`config.mk`:
```
export PLATFORM = sky130hd
export DESIGN_NAME = lightspeed_sched
export DESIGN_NICKNAME = d
export VERILOG_FILES = /design/src/rtl/lightspeed_pkg.sv /design/src/rtl/lightspeed_lfsr.sv /design/src/rtl/lightspeed_sched.sv
export SDC_FILE = /design/constraint.sdc
export NUM_CORES = 1
export LEC_CHECK = 0
export CAP_MARGIN = 20
export CORE_MARGIN = 5
export CORE_UTILIZATION = 49
export DETAILED_ROUTE_END_ITERATION = 7
export PLACE_DENSITY = 0.77
export SYNTH_ARGS = -nofsm -noshare
export SYNTH_HDL_FRONTEND = slang
export SYNTH_SLANG_ARGS = --single-unit
```
`constraint.sdc`:
```
create_clock -name i_clk -period 2.4 [get_ports i_clk]
set_input_delay 0.24 -clock i_clk [delete_from_list [all_inputs] [get_ports i_clk]]
set_output_delay 0.24 -clock i_clk [all_outputs]
set_load 0.02 [all_outputs]
```
`src/rtl/lightspeed_pkg.sv`:
```
// Shared types and constants for the light-speed streak scheduler:
// FSM encoding, LFSR feedback taps and the coordinate width.
package lightspeed_pkg;

  typedef enum logic [1:0] {
    ST_IDLE      = 2'd0,
    ST_RAMP_UP   = 2'd1,
    ST_CRUISE    = 2'd2,
    ST_RAMP_DOWN = 2'd3
  } state_t;

  // Galois form of x^16 + x^14 + x^13 + x^11 (right-shifting)
  localparam logic [15:0] LFSR_TAPS = 16'hB400;
  localparam int          COORD_W   = 12;

  function automatic logic [15:0] lfsr_next(input logic [15:0] v);
    logic [15:0] shifted;
    shifted = {1'b0, v[15:1]};
    if (v[0]) begin
      lfsr_next = shifted ^ LFSR_TAPS;
    end else begin
      lfsr_next = shifted;
    end
  endfunction

endpackage

```
`src/rtl/lightspeed_lfsr.sv`:
```
// 16-bit Galois LFSR used to pick the horizontal spawn position of streaks.
module lightspeed_lfsr
  import lightspeed_pkg::*;
#(
  parameter logic [15:0] SEED = 16'hACE1
) (
  input  logic        i_clk,
  input  logic        i_rst_n,
  input  logic        i_en,
  output logic [15:0] o_val
);

  // LFSR state register, advances only when enabled
  always_ff @(posedge i_clk or negedge i_rst_n) begin
    if (!i_rst_n) begin
      o_val <= SEED;
    end else if (i_en) begin
      o_val <= lfsr_next(o_val);
    end else begin
      o_val <= o_val;
    end
  end

endmodule

```
`src/rtl/lightspeed_sched.sv`:
```
// Light-speed jump scheduler: ramps streak speed up and down, spawns streaks
// into free slots at random x positions and moves them down the display.
module lightspeed_sched
  import lightspeed_pkg::*;
#(
  parameter int          N_SLOTS   = 4,
  parameter int          D_WIDTH   = 640,
  parameter int          D_HEIGHT  = 480,
  parameter int          H_SIZE    = 8,
  parameter int          L_FACTOR  = 4,
  parameter int          SPAWN_GAP = 16,
  parameter int          MAX_SPEED = 8,
  parameter int          RAMP_DIV  = 4,
  parameter logic [15:0] LFSR_SEED = 16'hACE1
) (
  input  logic                   i_clk,
  input  logic                   i_rst_n,
  input  logic                   i_ani_stb,
  input  logic                   i_paused,
  input  logic                   i_start,
  input  logic                   i_stop,
  output logic [1:0]             o_state,
  output logic [3:0]             o_speed,
  output logic                   o_done,
  output logic [N_SLOTS-1:0]     o_active,
  output logic [12*N_SLOTS-1:0]  o_cx,
  output logic [12*N_SLOTS-1:0]  o_cy
);

  localparam int RW = $clog2(RAMP_DIV + 1);
  localparam int SW = $clog2(SPAWN_GAP + 1);
  localparam logic [COORD_W-1:0] CY_SPAWN = COORD_W'(L_FACTOR * H_SIZE);
  localparam logic [COORD_W-1:0] CY_EXIT  = COORD_W'(D_HEIGHT + L_FACTOR * H_SIZE);
  localparam logic [COORD_W-1:0] CX_WRAP  = COORD_W'(D_WIDTH - H_SIZE);
  localparam logic [COORD_W-1:0] CX_SUB   = COORD_W'(D_WIDTH - 2 * H_SIZE);

  state_t               state_r, state_nxt;
  logic [3:0]           speed_r, speed_nxt;
  logic [RW-1:0]        ramp_r, ramp_nxt;
  logic [SW-1:0]        spawn_r, spawn_nxt;
  logic                 done_r, done_nxt;
  logic                 tick, step_due, spawn_en, any_free;
  logic [N_SLOTS-1:0]   spawn_sel;
  logic [15:0]          lfsr_val;
  logic [COORD_W-1:0]   spawn_sum, spawn_cx;
  logic                 unused_lfsr_hi;

  assign tick     = i_ani_stb & ~i_paused;
  assign step_due = tick && (ramp_r == RW'(RAMP_DIV - 1));

  lightspeed_lfsr #(.SEED(LFSR_SEED)) u_lfsr (
    .i_clk   (i_clk),
    .i_rst_n (i_rst_n),
    .i_en    (tick),
    .o_val   (lfsr_val)
  );

  assign unused_lfsr_hi = ^lfsr_val[15:10];
  assign spawn_sum      = COORD_W'(H_SIZE) + {2'b00, lfsr_val[9:0]};
  assign spawn_cx       = (spawn_sum >= CX_WRAP) ? (spawn_sum - CX_SUB) : spawn_sum;

  // Lowest-index free slot, judged before this tick's exits
  always_comb begin
    spawn_sel = '0;
    any_free  = 1'b0;
    for (int k = 0; k < N_SLOTS; k++) begin
      if (!o_active[k] && !any_free) begin
        spawn_sel[k] = 1'b1;
        any_free     = 1'b1;
      end else begin
        spawn_sel[k] = 1'b0;
      end
    end
  end

  // FSM state register
  always_ff @(posedge i_clk or negedge i_rst_n) begin
    if (!i_rst_n) begin
      state_r <= ST_IDLE;
    end else begin
      state_r <= state_nxt;
    end
  end

  // FSM next-state logic
  always_comb begin
    state_nxt = state_r;
    case (state_r)
      ST_IDLE: begin
        if (i_start && !i_stop) state_nxt = ST_RAMP_UP;
        else                    state_nxt = ST_IDLE;
      end
      ST_RAMP_UP: begin
        if (i_stop)                                          state_nxt = ST_RAMP_DOWN;
        else if (step_due && (speed_r + 4'd1 == 4'(MAX_SPEED))) state_nxt = ST_CRUISE;
        else                                                 state_nxt = ST_RAMP_UP;
      end
      ST_CRUISE: begin
        if (i_stop) state_nxt = ST_RAMP_DOWN;
        else        state_nxt = ST_CRUISE;
      end
      ST_RAMP_DOWN: begin
        if (o_active == '0) state_nxt = ST_IDLE;
        else                state_nxt = ST_RAMP_DOWN;
      end
      default: state_nxt = ST_IDLE;
    endcase
  end

  // FSM outputs: speed, ramp/spawn counters and the done pulse
  always_comb begin
    speed_nxt = speed_r;
    ramp_nxt  = ramp_r;
    spawn_nxt = spawn_r;
    spawn_en  = 1'b0;
    done_nxt  = 1'b0;
    if (tick && (state_r == ST_RAMP_UP || state_r == ST_CRUISE)) begin
      if (spawn_r >= SW'(SPAWN_GAP - 1)) begin
        spawn_en  = any_free;
        spawn_nxt = any_free ? SW'(0) : SW'(SPAWN_GAP);
      end else begin
        spawn_nxt = spawn_r + SW'(1);
      end
    end else begin
      spawn_nxt = spawn_r;
    end
    case (state_r)
      ST_IDLE: begin
        speed_nxt = 4'd0;
        if (i_start && !i_stop) begin
          speed_nxt = 4'd1;
          ramp_nxt  = '0;
          spawn_nxt = '0;
        end else begin
          ramp_nxt  = ramp_r;
        end
      end
      ST_RAMP_UP, ST_CRUISE: begin
        if (i_stop) begin
          ramp_nxt = '0;
        end else if (state_r == ST_RAMP_UP && step_due) begin
          ramp_nxt  = '0;
          speed_nxt = speed_r + 4'd1;
        end else if (state_r == ST_RAMP_UP && tick) begin
          ramp_nxt = ramp_r + RW'(1);
        end else begin
          ramp_nxt = ramp_r;
        end
      end
      ST_RAMP_DOWN: begin
        if (o_active == '0) begin
          speed_nxt = 4'd0;
          ramp_nxt  = '0;
          done_nxt  = 1'b1;
        end else if (step_due) begin
          ramp_nxt  = '0;
          speed_nxt = (speed_r > 4'd1) ? (speed_r - 4'd1) : 4'd1;
        end else if (tick) begin
          ramp_nxt = ramp_r + RW'(1);
        end else begin
          ramp_nxt = ramp_r;
        end
      end
      default: begin
        speed_nxt = 4'd0;
        ramp_nxt  = '0;
      end
    endcase
  end

  // Speed, counters and done pulse registers
  always_ff @(posedge i_clk or negedge i_rst_n) begin
    if (!i_rst_n) begin
      speed_r <= 4'd0;
      ramp_r  <= '0;
      spawn_r <= '0;
      done_r  <= 1'b0;
    end else begin
      speed_r <= speed_nxt;
      ramp_r  <= ramp_nxt;
      spawn_r <= spawn_nxt;
      done_r  <= done_nxt;
    end
  end

  assign o_state = state_r;
  assign o_speed = speed_r;
  assign o_done  = done_r;

  for (genvar k = 0; k < N_SLOTS; k++) begin : g_slot
    logic               active_r;
    logic [COORD_W-1:0] cx_r, cy_r, cy_move;

    assign cy_move = cy_r + {{(COORD_W-4){1'b0}}, speed_r};

    // Slot position: spawn, fall by the current speed, retire past the bottom
    always_ff @(posedge i_clk or negedge i_rst_n) begin
      if (!i_rst_n) begin
        active_r <= 1'b0;
        cx_r     <= '0;
        cy_r     <= '0;
      end else if (spawn_en && spawn_sel[k]) begin
        active_r <= 1'b1;
        cx_r     <= spawn_cx;
        cy_r     <= CY_SPAWN;
      end else if (tick && active_r) begin
        active_r <= (cy_move < CY_EXIT);
        cy_r     <= cy_move;
      end else begin
        active_r <= active_r;
        cy_r     <= cy_r;
      end
    end

    assign o_active[k]           = active_r;
    assign o_cx[12*k +: 12]      = cx_r;
    assign o_cy[12*k +: 12]      = cy_r;
  end

endmodule

```
# Word-level counts from Yosys, hierarchy flattened
# Cells that the tools add are included.
[totals]
register_bits = 131
latchBits = 0
ramBits = 0
mem_bits_ro = 0
output_inout_bits = 107
n_memories = 0
[op_classes]
add_sub_neg = 10
multipliers = 0
div = 0
n_lt_le_gt_ge = 7
eq_ne = 11
n_shift = 0
n_mux = 55
n_bitwise = 3
n_reduce_logical = 33
[op_table]
columns = ["operator", "count"]
rows = [
  ["12-bit 2-to-1 mux", 9],
  ["12-bit by 4-bit adder with 12-bit output", 4],
  ["12-bit by 10-bit < comparator with 1-bit output (second input constant)", 4],
  ["5-bit 2-to-1 mux", 5],
  ["1-bit 2-to-1 mux", 22],
  ["3-bit 2-to-1 mux", 7],
  ["4-bit 2-to-1 mux", 5],
  ["1-bit logical AND", 17],
  ["16-bit 2-to-1 mux", 1],
  ["4-bit one-hot mux with 3 select lines", 1],
  ["11-bit by 10-bit subtractor with 12-bit output (second input constant)", 1],
  ["4-bit by 10-bit adder with 11-bit output (first input constant)", 1],
  ["11-bit by 10-bit >= comparator with 1-bit output (second input constant)", 1],
  ["3-bit one-hot mux with 3 select lines", 1],
  ["4-bit != test (second input constant)", 2],
  ["2-bit one-hot mux with 4 select lines", 1],
  ["2-bit nonzero test", 4],
  ["1-bit logical NOT", 6],
  ["2-bit 2-to-1 mux", 3],
  ["2-bit != test (second input constant)", 3],
  ["3-bit AND reduction", 2],
  ["5-bit by 1-bit adder with 5-bit output (second input constant)", 1],
  ["5-bit by 4-bit >= comparator with 1-bit output (second input constant)", 1],
  ["4-bit by 1-bit adder with 4-bit output (second input constant)", 1],
  ["other kinds (15)", 16],
]

# Longest topological paths before layout
# Gate-level depths: netlist (run 1).
[logic_depth]
word_depth = 14
mapped_depth = 9
ltp_nobuf = 9

# Hierarchy
# A second synthesis (run 1) with hierarchy kept.
[hier_totals]
hier_cells = 754
area_unflattened_um2 = 7277.0
[by_module_without_submodules]
columns = ["mod", "instances", "cells_per_inst", "area_each_um2", "seq_area_each_um2"]
rows = [
  ["lightspeed_sched", 1, 714, 6621.4, 2877.8],
  ["lightspeed_lfsr", 1, 40, 655.6, 410.4],
]

# Worst setup path before layout (run 1)
# No wires, ideal clock.
[synth_path]
path_kind = "register to register"
startpoint = "register speed_r[1], in the netlist o_speed[1]"
endpoint = "register g_slot[0].cy_r[10]"
arrival_ps = 2307
required_ps = 2265
slack_ps = -42
path_stages_with_launch = 9
n_path_buf = 0
synth_period_minus_slack_ps = 2442
cell_sequence = "dfrtp_1 -> inv_1 -> fa_1 -> nor2b_1 -> o21ai_0 -> a21boi_0 -> a31oi_1 -> o21ai_0 -> o31ai_1"
[synth_via]
elab_chain_cells = 3
[synth_lines]
columns = ["element", "line_no", "text"]
rows = [
  ["start: declaration", "lightspeed_sched.sv:38", "logic [3:0] speed_r, speed_nxt;"],
  ["start signal: assignment", "lightspeed_sched.sv:179", "speed_r <= speed_nxt;"],
  ["12-bit by 4-bit adder with 12-bit output", "lightspeed_sched.sv:194", "assign cy_move = cy_r + {{(COORD_W-4){1'b0}}, speed_r};"],
  ["12-bit 2-to-1 mux", "lightspeed_sched.sv:206", "end else if (tick && active_r) begin"],
  ["12-bit 2-to-1 mux", "lightspeed_sched.sv:202", "end else if (spawn_en && spawn_sel[k]) begin"],
  ["end signal: assignment", "lightspeed_sched.sv:208", "cy_r <= cy_move;"],
  ["end signal: assignment", "lightspeed_sched.sv:211", "cy_r <= cy_r;"],
  ["end: declaration", "lightspeed_sched.sv:192", "logic [COORD_W-1:0] cx_r, cy_r, cy_move;"],
]
# Every way passes these cells. The select of a mux whose other input is x is not followed.
# A chain may end at the register's enable or synchronous reset.

# Final worst setup path (run 1)
[layout_path]
startpoint = "register spawn_r[0]"
endpoint = "register g_slot[0].cx_r[8]"
[layout_via]
elab_chain_cells = 4
[layout_lines]
columns = ["element", "line_no", "text"]
rows = [
  ["start: declaration", "lightspeed_sched.sv:40", "logic [SW-1:0] spawn_r, spawn_nxt;"],
  ["start signal: assignment", "lightspeed_sched.sv:181", "spawn_r <= spawn_nxt;"],
  ["5-bit by 4-bit >= comparator with 1-bit output", "lightspeed_sched.sv:118", "if (spawn_r >= SW'(SPAWN_GAP - 1)) begin"],
  ["1-bit 2-to-1 mux", "lightspeed_sched.sv:118", ""],
  ["1-bit 2-to-1 mux", "lightspeed_sched.sv:117", "if (tick && (state_r == ST_RAMP_UP || state_r == ST_CRUISE)) begin"],
  ["1-bit logical AND", "lightspeed_sched.sv:202", ""],
  ["end signal: assignment", "lightspeed_sched.sv:204", "cx_r <= spawn_cx;"],
  ["end: declaration", "lightspeed_sched.sv:192", ""],
]
# Every way passes these cells.

==> impl_metrics.env, run 1 <==
export IMPL_critical_path_startpoint="spawn_r[0]$_DFF_PN0_"
export IMPL_dieWidth_um=130
export IMPL_worstPathMaxFanout=8
export IMPL_postSynth_asyncResetShare=1.00
export IMPL_min_from="u_lfsr.o_val[15]$_DFFE_PN1P_"
export IMPL_tritoncts="done"
export IMPL_fillerInstances=1164
export IMPL_hold_viol=0
export IMPL_dr_total_vias=6177
export IMPL_die_y_um=130
export IMPL_wl_per_cell_um=16.5
export IMPL_number_of_global_route_vias_before_repair=5954
export IMPL_post_route_util=0.650
export IMPL_fin_skew_ns=0.00871
export IMPL_antenna_found_initial=0
export IMPL_result_of_the_run="complete, no violations"
export IMPL_timing_critical_path_to_type="register"
export IMPL_cp_common_cell="sky130_fd_sc_hd__ha_1"
export IMPL_clk_insertion_delay_late_ns=0.42
export IMPL_finalWirelength_mm=18.4
export IMPL_drt_first_pass_iters=7
export IMPL_irDropWorstVdd_v=0.000631
export IMPL_clock_tree_root_cell="sky130_fd_sc_hd__clkbuf_16"
export IMPL_post_route_min_period_ns=2.37
export IMPL_hold_class="reg2reg"
export IMPL_synth_top_cells_by_count="sky130_fd_sc_hd__nand2_1 (160), sky130_fd_sc_hd__dfrtp_1 (123), sky130_fd_sc_hd__o21ai_0 (81)"
export IMPL_cts_made_buffers=17
export IMPL_crit_type="reg2reg"
export IMPL_dr_first_iter_drc_count=429
export IMPL_start_util=0.494
export IMPL_maximum_buffer_depth_of_the_clock_tree=2
export IMPL_pin_count_of_the_biggest_net_entering_global_routing=132
export IMPL_synth_top_cells_by_area="sky130_fd_sc_hd__dfrtp_1 (43%), sky130_fd_sc_hd__nand2_1 (8.5%), sky130_fd_sc_hd__o21ai_0 (5.7%)"
export IMPL_placedCellCount=1080
export IMPL_ctsHtreeMaxLevel=4
export IMPL_synth_most_common_cell="sky130_fd_sc_hd__nand2_1"
export IMPL_synth_yosys_warnings=0
export IMPL_layoutNonFillerInstCount=1118
export IMPL_design_die_area_um2=17000
export IMPL_synth_enable_flop_cells=0
export IMPL_tightestPinTransition_ns=0.794
export IMPL_track_usage=0.228
export IMPL_maxCapViolations=0
export IMPL_critPathArrivalTime_ns=2.67
export IMPL_setup_repair_after_global_routing_missed_its_margin="yes"
export IMPL_fmaxAchievable_mhz=421
export IMPL_critical_path_cell_chain="ha_1 > and3_1 > ha_1 > nor2_2 > a21o_1 > nor2_1 > mux2_2"
export IMPL_cpLargestDelayFamily="simple AND/OR/NAND/NOR gates"
export IMPL_core_rowCount=44
export IMPL_summed_instance_area_of_the_synthesized_netlist_um2=7100
export IMPL_clkSlewWorstSetupHoldPaths_ns=0.06
export IMPL_ant_nets=0
export IMPL_postSynthNetCount=826
export IMPL_critical_path_max_stage_delay_ns=0.63
export IMPL_num_antenna_cells=0
export IMPL_nets=964
export IMPL_pre_cts_ws_ns=-0.0797
export IMPL_via_per_inst=5.53
export IMPL_area_growth_syn_to_layout_pct=31.6
export IMPL_yosys_area_top_type="sky130_fd_sc_hd__dfrtp_1"
export IMPL_worst_hold_slack_ns=0.462
export IMPL_post_route_drc_count=0
export IMPL_regToRegStartpoint="spawn_r[0]$_DFF_PN0_"
export IMPL_gp_routability_congestion=0.887
export IMPL_cellLeakagePower_nw=4.15
export IMPL_placement_io_buffers=112
export IMPL_yosysSeqAreaShare=0.463
export IMPL_postSynthRegisterBits=131
export IMPL_worst_path_buf_inv=0
export IMPL_period_share=0.989
export IMPL_worst_endpoint_required_ns=2.70
export IMPL_synth_avg_cell_area_um2=9.06
export IMPL_boundaryPins=113
export IMPL_dominantRegCellSynth="sky130_fd_sc_hd__dfrtp_1"
export IMPL_final_layout_size_suffix_gt1_frac=0.117
export IMPL_setup_viol=0
export IMPL_grt_pass1_wl_mm=30.2
export IMPL_max_slew_margin_rel=0.469
export IMPL_final_max_slew_violation_count=0
export IMPL_post_synth_num_cell_types=62
export IMPL_finalWorstSetupSlack_ns=0.0274
export IMPL_global_route_overflow_total=0
export IMPL_totalNegativeSetupSlack_ns=0
export IMPL_cpMaxStageDelayCell="sky130_fd_sc_hd__nor2_1"
export IMPL_cts_sinks=131
export IMPL_hpwl_mm=13.0
export IMPL_cellPowerDensity_nw_per_um2=1080
export IMPL_syn_instance_count=784
export IMPL_core_region_area_um2=14400
export IMPL_cp_start_kind="register"
export IMPL_synth_top_cell_area_share=0.434
per-stage QoR:
step / total power [mW] / area, um2
2_1_floorplan: 5.65 / 7100
3_3_place_gp: 7.19 / 8590
3_5_place_dp: 7.29 / 8590
4_1_cts: 10.0 / 9230
5_1_grt: 10.7 / 9340
6_report: 10.1 / 9340
worst paths after layout:
kind | to | cells past startpoint | slack (ns)
worst max-delay path | g_slot[0].cx_r[8]$_DFFE_PN0P_ | 7 | 0.03
worst min-delay path | u_lfsr.o_val[15]$_DFFE_PN1P_ | 2 | 0.46
worst max register to register | g_slot[0].cx_r[8]$_DFFE_PN0P_ | 7 | 0.03
worst min register to register | u_lfsr.o_val[15]$_DFFE_PN1P_ | 2 | 0.46
max in group asynchronous | u_lfsr.o_val[3]$_DFFE_PN0P_ | 3 | 1.37
min in group asynchronous | g_slot[3].cy_r[3]$_DFFE_PN0P_ | 3 | 0.47
what timing repair did:
action                                 4_1_cts  5_1_grt
gates cloned                                 0        0
setup endpoints to repair                    8       43
pin swaps                                    0        3
setup buffers                                0        6
endpoints found under the hold margin      123        0
resized for setup                            5       12
hold buffers                                 1        0
cell type report:
class | instances | area (um2) | share of cell area
sequential | 131 | 3290 | 0.352
tap | 184 | 230 | 0.0246
clock buffer | 24 | 492 | 0.0526
inverter | 29 | 109 | 0.0117
clock inverter | 7 | 121 | 0.0130
timing repair buffer | 159 | 1510 | 0.162
multi-input combinational | 584 | 3590 | 0.384
layer usage:
metal / wire, um / GRT usage / vias up
li1: - / - / 3003
met4: 333 / 0.0738 / 0
met2: 8650 / 0.359 / 174
met3: 1030 / 0.0553 / 28
met5: 0 / 0 / -
met1: 8430 / 0.313 / 2972
layout by cell type, fill, tap and decap left out, types with 8 or more instances in the layout:
cell type                         instances
sky130_fd_sc_hd__xnor2_1                 16
sky130_fd_sc_hd__nor2b_1                  8
sky130_fd_sc_hd__buf_4                   44
sky130_fd_sc_hd__a31oi_1                  9
sky130_fd_sc_hd__dfrtp_1                121
sky130_fd_sc_hd__nand4_1                 10
sky130_fd_sc_hd__clkdlybuf4s50_1        111
sky130_fd_sc_hd__o21ai_0                 80
sky130_fd_sc_hd__nor2_1                  48
sky130_fd_sc_hd__a21oi_1                 31
sky130_fd_sc_hd__clkbuf_16               17
sky130_fd_sc_hd__nand3_1                 29
sky130_fd_sc_hd__inv_1                   29
sky130_fd_sc_hd__ha_1                    30
sky130_fd_sc_hd__nor3_1                  10
sky130_fd_sc_hd__dfstp_2                  8
sky130_fd_sc_hd__xor2_1                  20
sky130_fd_sc_hd__nand2_1                160
state kept, by name, summed over array words and instances (netlist names):
| name | count |
|---|---|
| o_done | 1 |
| o_speed | 4 |
| ramp_r | 3 |
| o_state | 2 |
| g_slot.cy_r | 48 |
| u_lfsr.o_val | 16 |
| g_slot.active_r | 4 |
| spawn_r | 5 |
| g_slot.cx_r | 48 |
power breakdown:
group / internal [mW] / leakage [nW] / total, mW / switching, mW
logic: 1.78 / 2.12 / 4.02 / 2.24
registers: 2.76 / 1.74 / 3.37 / 0.607
clock network: 1.74 / 0.301 / 2.69 / 0.944
worst reg2reg max path, cell delays in order (launching register included):
cell and delay, ns:
sky130_fd_sc_hd__dfrtp_1 0.40, sky130_fd_sc_hd__ha_1 0.18, sky130_fd_sc_hd__and3_1 0.15, sky130_fd_sc_hd__ha_1 0.16, sky130_fd_sc_hd__nor2_2 0.08, sky130_fd_sc_hd__a21o_1 0.24, sky130_fd_sc_hd__nor2_1 0.63, sky130_fd_sc_hd__mux2_2 0.42
cell families (layout without fill, tap and decap cells):
family,after synthesis,count (layout),share of synthesized area
DFF,131,131,0.463
xor gates and xnor gates,38,38,0.0479
AOI/OAI and AO/OA,191,191,0.164
muxes,10,10,0.0148
and+or+nand+nor,309,309,0.199
adders and majority gates,36,36,0.0677
buffers and inverters,69,219,0.0439
No activity file was read; power rests on OpenSTA's default activity.
==> inputs of run 2 (changes only) <==
CAP_MARGIN = not set   (was 20)
==> results of run 2 <==
Same layout as run 1: the final DEF is identical, and so are final timing and power.
==> inputs of run 3 (changes only) <==
ABC_CLOCK_PERIOD_IN_PS = 2400   (was not set)
PLACE_DENSITY = 0.83   (was 0.77)
==> run 3 against run 2 <==
Net effect: clock skew grew 0.0047 ns; register-to-register slack gained 0.05 ns; die area is the same; total power grew 0.26%; flip-flop and latch count is the same; critical path depth is the same; hold slack lost 0.15 ns.
==> impl_metrics.env, run 3 (same netlist as run 1, synthesis figures left out) <==
export IMPL_critical_path_cell_chain="ha_2 > xor2_1 > ha_1 > a31oi_2 > a311oi_1 > xnor2_1 > o21ai_0"
export IMPL_num_antenna_cells=0
export IMPL_hold_class="in2async"
export IMPL_fin_skew_ns=0.0134
export IMPL_crit_type="reg2reg"
export IMPL_clock_tree_root_cell="sky130_fd_sc_hd__clkbuf_16"
export IMPL_grt_pass1_wl_mm=31.9
export IMPL_irDropWorstVdd_v=0.000559
export IMPL_totalNegativeSetupSlack_ns=0
export IMPL_dieWidth_um=130
export IMPL_boundaryPins=113
export IMPL_global_route_overflow_total=0
export IMPL_cellLeakagePower_nw=4.13
export IMPL_maxCapViolations=0
export IMPL_cpMaxStageDelayCell="sky130_fd_sc_hd__dfrtp_1"
export IMPL_largestRegisters="g_slot.cx_r x48, g_slot.cy_r x48, u_lfsr.o_val x16"
export IMPL_placement_io_buffers=112
export IMPL_worstPathMaxFanout=9
export IMPL_post_route_min_period_ns=2.33
export IMPL_finalWorstSetupSlack_ns=0.0726
export IMPL_hpwl_mm=13.6
export IMPL_design_die_area_um2=17000
export IMPL_dr_first_iter_drc_count=456
export IMPL_pin_count_of_the_biggest_net_entering_global_routing=45
export IMPL_critPathArrivalTime_ns=2.61
export IMPL_layout_cells_most_common="sky130_fd_sc_hd__nand2_1"
export IMPL_via_per_inst=5.75
export IMPL_max_slew_margin_rel=0.535
export IMPL_period_share=0.970
export IMPL_pre_cts_ws_ns=0.0152
export IMPL_cp_start_kind="register"
export IMPL_result_of_the_run="complete, no violations"
export IMPL_start_util=0.494
export IMPL_reg2reg_slack_ns=0.07
export IMPL_final_max_slew_violation_count=0
export IMPL_worst_hold_slack_ns=0.308
export IMPL_timing_critical_path_to_type="register"
export IMPL_worst_endpoint_required_ns=2.68
export IMPL_setup_viol=0
export IMPL_cts_sinks=131
export IMPL_antenna_found_initial=0
export IMPL_critical_path_max_stage_delay_ns=0.40
export IMPL_die_y_um=130
export IMPL_final_layout_size_suffix_gt1_frac=0.118
export IMPL_finalWirelength_mm=19.7
export IMPL_fmaxAchievable_mhz=430
export IMPL_nets=960
export IMPL_track_usage=0.239
export IMPL_ctsHtreeMaxLevel=4
export IMPL_tightestPinTransition_ns=0.695
export IMPL_area_growth_syn_to_layout_pct=30.5
export IMPL_post_route_drc_count=0
export IMPL_drt_first_pass_iters=4
export IMPL_final_cell_mix="sky130_fd_sc_hd__nand2_1 (160), sky130_fd_sc_hd__dfrtp_1 (121), sky130_fd_sc_hd__clkdlybuf4s50_1 (111)"
export IMPL_gp_routability_congestion=0.894
export IMPL_setup_repair_after_global_routing_missed_its_margin="yes"
export IMPL_cellPowerDensity_nw_per_um2=1090
export IMPL_number_of_global_route_vias_before_repair=6182
export IMPL_maximum_buffer_depth_of_the_clock_tree=2
export IMPL_dr_total_vias=6415
export IMPL_post_layout_total_power_mw=10.1
export IMPL_hold_viol=0
export IMPL_wl_per_cell_um=17.7
export IMPL_post_route_util=0.645
export IMPL_cts_made_buffers=17
export IMPL_tritoncts="done"
export IMPL_core_rowCount=44
export IMPL_core_region_area_um2=14400
export IMPL_ant_nets=0
export IMPL_clkSlewWorstSetupHoldPaths_ns=0.06
export IMPL_clk_insertion_delay_late_ns=0.43
## run 3: changes by cell type in the layout (fill, tap and decap cells not counted), moves of 2 or more
cell	change
sky130_fd_sc_hd__a31oi_4	-2
sky130_fd_sc_hd__buf_4	-4
sky130_fd_sc_hd__clkbuf_1	-3
sky130_fd_sc_hd__clkbuf_8	-2
sky130_fd_sc_hd__clkinvlp_4	+2
sky130_fd_sc_hd__inv_6	+3
sky130_fd_sc_hd__a31oi_2	+2
sky130_fd_sc_hd__clkinv_4	+2
## run 3: through the flow
stage               cell area (um2)  instances
finish                         9260       1115
global route                   9260       1115
CTS                            9170       1109
detailed placement             8560       1076
global placement               8560       1076
floorplan                      7100        784
## run 3: cell type report
type	count	area [um2]
Clock buffer	19	453
Clock inverter	13	148
Fill cell	1115	5100
Inverter	29	113
Multi-Input combinational cell	584	3550
Sequential cell	131	3290
Tap cell	184	230
Timing Repair Buffer	155	1480
## run 3: layer usage
layer  global-route usage  wire (um)
met5                    0          0
met4               0.0744        342
met3               0.0499       1430
met2                0.384       9490
met1                0.328       8460
## run 3: where the power goes
part	internal (mW)	leakage, nW	switching, mW
logic	1.77	2.10	2.30
clock network	1.60	0.295	1.04
registers	2.76	1.74	0.630
## run 3: worst paths after layout
path | from | end | cells after the start
worst max register to register | u_lfsr.o_val[3]$_DFFE_PN0P_ | g_slot[3].cx_r[7]$_DFFE_PN0P_ | 7
worst min register to register | u_lfsr.o_val[15]$_DFFE_PN1P_ | u_lfsr.o_val[15]$_DFFE_PN1P_ | 2
min in group i_clk | u_lfsr.o_val[15]$_DFFE_PN1P_ | u_lfsr.o_val[15]$_DFFE_PN1P_ | 2
worst min-delay path | i_rst_n | g_slot[3].cy_r[9]$_DFFE_PN0P_ | 2
worst max-delay path | u_lfsr.o_val[3]$_DFFE_PN0P_ | g_slot[3].cx_r[7]$_DFFE_PN0P_ | 7
max in group asynchronous | i_rst_n | o_speed[0]$_DFFE_PN0P_ | 3
## run 3: critical path: cells and delay by family (launching register included)
family          cells  cell delay, ns
compound gates      3            0.71
flops               1            0.40
fa+ha+maj           2            0.57
xor+xnor            2            0.51
## run 3: repair_timing
action,4_1_cts,5_1_grt
hold endpoints to repair,28,0
hold buffers,1,0
endpoints found under the setup margin,1,43
buffers inserted,0,6
gates resized for setup,0,15
pin swaps,0,1
